`config.mk`:
```
export PLATFORM = sky130hd
export DESIGN_NAME = hour_gen_flat
export DESIGN_NICKNAME = d
export VERILOG_FILES = /design/src/rtl/hour_gen_if.sv /design/src/rtl/hour_gen.sv /design/src/flat_wrapper.sv
export SDC_FILE = /design/constraint.sdc
export NUM_CORES = 1
export LEC_CHECK = 0
export ABC_AREA = 0
export BUFFER_PORTS_ARGS = -buffer_cell sky130_fd_sc_hd__buf_2
export CAP_MARGIN = 20
export CORE_MARGIN = 2
export CORE_UTILIZATION = 63
export CTS_CLUSTER_DIAMETER = 40
export DETAILED_ROUTE_END_ITERATION = 12
export PLACE_DENSITY_LB_ADDON = 0.2
export SYNTH_ARGS = -nofsm -noshare
export SYNTH_HDL_FRONTEND = slang
export SYNTH_SLANG_ARGS = --single-unit
```
`constraint.sdc`:
```
create_clock -name clk -period 5.3 [get_ports clk]
set_input_delay 0.265 -clock clk [delete_from_list [all_inputs] [get_ports clk]]
set_output_delay 0.265 -clock clk [all_outputs]
set_load 0.02 [all_outputs]
```
`src/rtl/hour_gen_if.sv`:
```
// hour_gen_if: bundles the hour stage's strobes, buttons and display outputs.
//   master : drives min_tic, set_en, btn_up, btn_dn, mode_12; reads the outputs
//   slave  : the hour stage itself (reads the inputs, drives the outputs)
//   min_tic   : one-cycle roll-over strobe from the minute stage
//   set_en    : set mode, buttons step the hour, min_tic ignored
//   btn_up/dn : debounced, synchronised button levels
//   mode_12   : 1 = 12-hour display, 0 = 24-hour display
//   hour      : registered hour of day, 0..23
//   disp_hour : display hour (12/24-hour per mode_12)
//   pm        : hour >= 12
//   hour_bcd  : BCD of disp_hour, tens [7:4], units [3:0]
//   day_tic   : strobe on the 23 -> 0 roll-over, for a day/date stage
interface hour_gen_if #(
    parameter int P_HOUR_BIT = 5
);
    logic                  min_tic;
    logic                  set_en;
    logic                  btn_up;
    logic                  btn_dn;
    logic                  mode_12;
    logic [P_HOUR_BIT-1:0] hour;
    logic [P_HOUR_BIT-1:0] disp_hour;
    logic                  pm;
    logic [7:0]            hour_bcd;
    logic                  day_tic;

    modport master (
        output min_tic, set_en, btn_up, btn_dn, mode_12,
        input  hour, disp_hour, pm, hour_bcd, day_tic
    );

    modport slave (
        input  min_tic, set_en, btn_up, btn_dn, mode_12,
        output hour, disp_hour, pm, hour_bcd, day_tic
    );
endinterface

```
`src/rtl/hour_gen.sv`:
```
// hour_gen: hour-of-day counter fed by the minute stage's roll-over strobe.
// Counts 0..23 on min_tic, or is stepped up/down by buttons in set mode with
// hold-to-auto-repeat. Provides a 12/24-hour display value, PM flag, BCD
// digits and a day_tic strobe for a downstream day/date stage.
// Ports:
//   clk       : single clock, rising edge
//   reset_h   : synchronous active-high reset of this block
//   reset_all : synchronous active-high global reset, same effect
//   bus       : hour_gen_if slave (strobes, buttons, mode in; hour/display out)
module hour_gen #(
    parameter int P_HOUR_BIT  = 5,
    parameter int P_RPT_FIRST = 50_000_000,
    parameter int P_RPT_NEXT  = 10_000_000,
    parameter int P_CNT_BIT   = 26
) (
    input  logic         clk,
    input  logic         reset_h,
    input  logic         reset_all,
    hour_gen_if.slave    bus
);

    localparam logic [P_HOUR_BIT-1:0] HOUR_LAST = P_HOUR_BIT'(23);
    localparam logic [P_HOUR_BIT-1:0] HOUR_NOON = P_HOUR_BIT'(12);
    localparam logic [P_CNT_BIT-1:0]  CNT_FIRST = P_CNT_BIT'(P_RPT_FIRST - 1);
    localparam logic [P_CNT_BIT-1:0]  CNT_NEXT  = P_CNT_BIT'(P_RPT_NEXT - 1);

    typedef enum logic [1:0] {
        IDLE = 2'd0,
        HOLD = 2'd1,
        RPT  = 2'd2
    } state_t;

    state_t                state;
    logic [P_CNT_BIT-1:0]  cnt;
    logic [P_HOUR_BIT-1:0] hour;
    logic                  up_d;
    logic                  dn_d;
    logic                  dir_up;

    // One step modulo 24 in either direction.
    function automatic logic [P_HOUR_BIT-1:0] hour_step(
        input logic [P_HOUR_BIT-1:0] h,
        input logic                  up
    );
        if (up)
            return (h == HOUR_LAST) ? '0 : h + 1'b1;
        else
            return (h == '0) ? HOUR_LAST : h - 1'b1;
    endfunction

    function automatic logic [P_HOUR_BIT-1:0] to_disp(
        input logic [P_HOUR_BIT-1:0] h,
        input logic                  m12
    );
        if (!m12)
            return h;
        else if (h == '0)
            return HOUR_NOON;
        else if (h <= HOUR_NOON)
            return h;
        else
            return h - HOUR_NOON;
    endfunction

    // Display values never exceed 23, so a tens digit of 0..2 suffices.
    function automatic logic [7:0] to_bcd(input logic [P_HOUR_BIT-1:0] d);
        if (d >= P_HOUR_BIT'(20))
            return {4'd2, 4'(d - P_HOUR_BIT'(20))};
        else if (d >= P_HOUR_BIT'(10))
            return {4'd1, 4'(d - P_HOUR_BIT'(10))};
        else
            return {4'd0, 4'(d)};
    endfunction

    logic up_rise;
    logic dn_rise;
    logic hold_break;

    assign up_rise = bus.btn_up & ~up_d;
    assign dn_rise = bus.btn_dn & ~dn_d;
    // Leave HOLD/RPT when the latched button is released or the other one joins.
    assign hold_break = dir_up ? (~bus.btn_up | bus.btn_dn)
                               : (~bus.btn_dn | bus.btn_up);

    always_ff @(posedge clk) begin
        if (reset_h | reset_all) begin
            hour  <= '0;
            state <= IDLE;
            cnt   <= '0;
            // History at 1 so a button held through reset does not count as a press.
            up_d  <= 1'b1;
            dn_d  <= 1'b1;
        end else begin
            up_d <= bus.btn_up;
            dn_d <= bus.btn_dn;
            if (!bus.set_en) begin
                state <= IDLE;
                cnt   <= '0;
                if (bus.min_tic)
                    hour <= hour_step(hour, 1'b1);
            end else begin
                case (state)
                    IDLE: begin
                        if (up_rise ^ dn_rise) begin
                            hour   <= hour_step(hour, up_rise);
                            dir_up <= up_rise;
                            cnt    <= '0;
                            state  <= HOLD;
                        end
                    end
                    HOLD: begin
                        if (hold_break) begin
                            state <= IDLE;
                            cnt   <= '0;
                        end else if (cnt == CNT_FIRST) begin
                            hour  <= hour_step(hour, dir_up);
                            cnt   <= '0;
                            state <= RPT;
                        end else begin
                            cnt <= cnt + 1'b1;
                        end
                    end
                    RPT: begin
                        if (hold_break) begin
                            state <= IDLE;
                            cnt   <= '0;
                        end else if (cnt == CNT_NEXT) begin
                            hour <= hour_step(hour, dir_up);
                            cnt  <= '0;
                        end else begin
                            cnt <= cnt + 1'b1;
                        end
                    end
                    default: begin
                        state <= IDLE;
                        cnt   <= '0;
                    end
                endcase
            end
        end
    end

    logic [P_HOUR_BIT-1:0] disp;

    assign disp          = to_disp(hour, bus.mode_12);
    assign bus.hour      = hour;
    assign bus.disp_hour = disp;
    assign bus.pm        = (hour >= HOUR_NOON);
    assign bus.hour_bcd  = to_bcd(disp);
    assign bus.day_tic   = (hour == HOUR_LAST) & bus.min_tic & ~bus.set_en;

endmodule

```
`src/flat_wrapper.sv`:
```
// flat-port wrapper written by rule: the top's interface ports become plain ports
module hour_gen_flat 
#(
    parameter int P_HOUR_BIT  = 5,
    parameter int P_RPT_FIRST = 50_000_000,
    parameter int P_RPT_NEXT  = 10_000_000,
    parameter int P_CNT_BIT   = 26
)
  (clk, reset_h, reset_all, bus_min_tic, bus_set_en, bus_btn_up, bus_btn_dn, bus_mode_12, bus_hour, bus_disp_hour, bus_pm, bus_hour_bcd, bus_day_tic);
  hour_gen_if #(.P_HOUR_BIT(P_HOUR_BIT)) bus_i ();
  input  logic clk;
  input  logic reset_h;
  input  logic reset_all;
  input wire logic [$bits(bus_i.min_tic)-1:0] bus_min_tic;
  input wire logic [$bits(bus_i.set_en)-1:0] bus_set_en;
  input wire logic [$bits(bus_i.btn_up)-1:0] bus_btn_up;
  input wire logic [$bits(bus_i.btn_dn)-1:0] bus_btn_dn;
  input wire logic [$bits(bus_i.mode_12)-1:0] bus_mode_12;
  output wire logic [$bits(bus_i.hour)-1:0] bus_hour;
  output wire logic [$bits(bus_i.disp_hour)-1:0] bus_disp_hour;
  output wire logic [$bits(bus_i.pm)-1:0] bus_pm;
  output wire logic [$bits(bus_i.hour_bcd)-1:0] bus_hour_bcd;
  output wire logic [$bits(bus_i.day_tic)-1:0] bus_day_tic;
  assign bus_i.min_tic = bus_min_tic;
  assign bus_i.set_en = bus_set_en;
  assign bus_i.btn_up = bus_btn_up;
  assign bus_i.btn_dn = bus_btn_dn;
  assign bus_i.mode_12 = bus_mode_12;
  assign bus_hour = bus_i.hour;
  assign bus_disp_hour = bus_i.disp_hour;
  assign bus_pm = bus_i.pm;
  assign bus_hour_bcd = bus_i.hour_bcd;
  assign bus_day_tic = bus_i.day_tic;
  hour_gen #(.P_HOUR_BIT(P_HOUR_BIT), .P_RPT_FIRST(P_RPT_FIRST), .P_RPT_NEXT(P_RPT_NEXT), .P_CNT_BIT(P_CNT_BIT)) u_core (.clk(clk), .reset_h(reset_h), .reset_all(reset_all), .bus(bus_i));
endmodule
```
==> summary.txt <==
Most frequent cells in the layout: 38 x nand2_1, 35 x dfxtp_1, 32 x nor2_1, 25 x buf_2, 16 x nand3_1
Routed WL: 5141 µm
Die H: 66.65 µm
Fin. Hold Viols: 0
Fin area: 2678 µm²
Post-synth ARST share: 0%
# Post-CTS Setup Buffers: 0
Num ports: 28
Clock-pin slew on the worst setup and hold paths: 0.07 ns
Final-layout fill cell count: 311
Critical Path Fanout Max: 13
CTS tree: built
Setup Skew: 0.006938 ns
Worst EP required: 5.04 ns
Die Wd: 66.65 µm
Share of cells above drive strength 1: 14.50%
Post-CTS Resized: 0
Total grt overflow: 0
R2R depth: 6
Slowest cell on the critical path: dfxtp_1
Crit path from: u_core.bus.hour[2]
Register area: 730.7 µm²
Hold Path Sink: u_core.up_d
RSZ-0062 raised after global routing: false
Worst-case hold slack: 0.1970 ns
CP peak stage delay: 0.56 ns
CP endpoint kind: output port
CTS Buf Count: 5
Area of the multi-input gates: 1637 µm²
Setup TNS: 0 ns
Count of cell types in the netlist: 63
Post-synth EDFFs: 1
CP Cell Sequence: ha_1, a21boi_0, o21ba_2, o21ai_1, ha_1, nand2_1, a31oi_1, a31oi_1, xnor2_1, buf_2
Flop2flop setup slack: 2.82 ns
Final ANT Viol Nets: 0
Max Fclk: 304.6 MHz
Syn Inst Count: 310
Startpoint type of the worst setup path: flop
Area leader, netlist: dfxtp_1
Synth area leaders: dfxtp_1 28%, ha_1 6.6%, nand2_1 5.8%
WL/cell: 13.56 µm
Crit share post-route: 61.95%
DP Worst Slack: 2.415 ns
First-pass GRT wire length: 9197 µm
Initial antenna violation count: 0
Routed vias/inst: 5.960
Final min period: 3.284 ns
Power per cell area: 211.0 nW/µm²
Clk sinks: 36
Max cap viols: 0
Synth warn: 0
Placed insts: 371
R2R Path End: u_core.cnt[5]
Worst Tran Pin Value: 0.7508 ns
Nets: 351
Hold Buf Count CTS: 0
Placed Area: 2590 µm²
Synth Register Bits: 36
Routed via count: 2,259
Clock network latency to the later pin of the worst-skew pair: 0.29 ns
Max clock buf depth: 2
Setup violators final: 0
Power Total: 565.1 µW
H-tree levels: 2
# port buffers: 25
Hpwl dp: 3793 µm
Outcome: finished clean
Non-Filler Instances: 379
Vias in the first global route: 2,114
Hold Startpoint: reset_h
Post-synth top area share: 28.34%
Die Area: 4442 µm²
Primary FF master, synth: dfxtp_1
Commonest non-fill, non-tap cell in the layout: nand2_1
Mean Syn Cell Area: 7.975 µm²
Hold crit path type: in -> reg
DR iter-0 viols: 137
Diode count: 0
Crit Path Class: reg -> out
Initial core utilization: 66.53%
Largest net degree at the start of global routing: 19
Hold Crit Depth: 2
Fin. max-slew vios: 0
Drt drc: 0
Final setup margin: 2.016 ns
Final Util: 72.05%
Core Rows: 22
Max-slew headroom: 49.59%
Seq/Total Area, Yosys: 29.55%
GPL Wtd Cong: 0.8107
Synth-to-Final Area Change: 8.300%
DR pass1 iterations: 4
Root Buffer: clkbuf_8
Core ar.: 3716 µm²
Critical path arrival: 3.02 ns
Leak: 1.042 nW
Peak supply drop: 168.4 µV
Total track usage: 26.64%
Synthesized area: 2472 µm²
Reg-to-reg startpoint: u_core.cnt[21]
power breakdown:
group / switching [mW] / leakage, nW / internal [mW]
Combinational: 0.0605 / 0.703 / 0.0339
Sequential: 0.00457 / 0.292 / 0.274
Clock: 0.101 / 0.0479 / 0.0915
Total: 0.166 / 1.04 / 0.399
worst max path at each step:
stage                     slack [ns]  cells after the start               to
after floorplan                 2.01                     12  bus_hour_bcd[1]
after global placement          2.56                     10  bus_hour_bcd[1]
after detailed placement        2.41                     10  bus_hour_bcd[1]
after CTS                       2.08                     10  bus_hour_bcd[1]
after global routing            1.75                     10  bus_hour_bcd[1]
final                           2.02                     10  bus_hour_bcd[1]
kinds of logic after synthesis:
logic type	after synthesis	share of synthesized area (%)
AO/OA/AOI/OAI	65	18.83
XOR/XNOR	20	7.085
adder cells (fa/ha/maj)	13	6.579
buffers and inverters	23	4.403
flip-flops	36	29.55
multiplexers	2	0.8603
other	1	0.1517
AND/OR/NAND/NOR	150	32.54
cell usage after synthesis (all sizes together) (4+ instances only):
library cell	count
nand2	38
dfxtp	35
nor2	32
nand3	16
a21oi	14
o21ai	14
ha	13
xnor2	11
inv	10
nand4	10
xor2	9
or3	8
and3	7
clkbuf	7
a31oi	6
buf	6
nor3	6
a211oi	5
a21o	4
and2	4
nor4	4
worst max-delay path: cells and delay by family, from the launching register on:
kind / cells / cell delay (ns)
flip-flops: 1 / 0.56
XOR/XNOR: 1 / 0.17
AO/OA/AOI/OAI: 5 / 1.22
adder cells (fa/ha/maj): 2 / 0.54
AND/OR/NAND/NOR: 1 / 0.06
buffers and inverters: 1 / 0.18
flip-flops by register name, summed over array words and instances (netlist names):
| register | flops |
|---|---|
| u_core.cnt | 26 |
| u_core.bus.hour | 5 |
| u_core.state | 2 |
| u_core.dir_up | 1 |
| u_core.dn_d | 1 |
| u_core.up_d | 1 |
layout make-up:
type                            count  area share [%]
Tap cell                           48           2.243
Sequential cell                    36           27.29
Clock buffer                        5           2.570
Clock inverter                      3          0.7009
Timing Repair Buffer               25           4.673
Multi-Input combinational cell    252           61.12
Inverter                           10           1.402
layer usage:
layer  vias to the layer above  track usage (%)  wire length (µm)
li1                       1157                -                 -
met1                      1023            35.45              2410
met2                        73            42.75              2380
met3                         6            5.068               293
met4                         0            9.694                57
met5                         -                0                 0
Note: power is estimated with default switching activity, not from simulation.
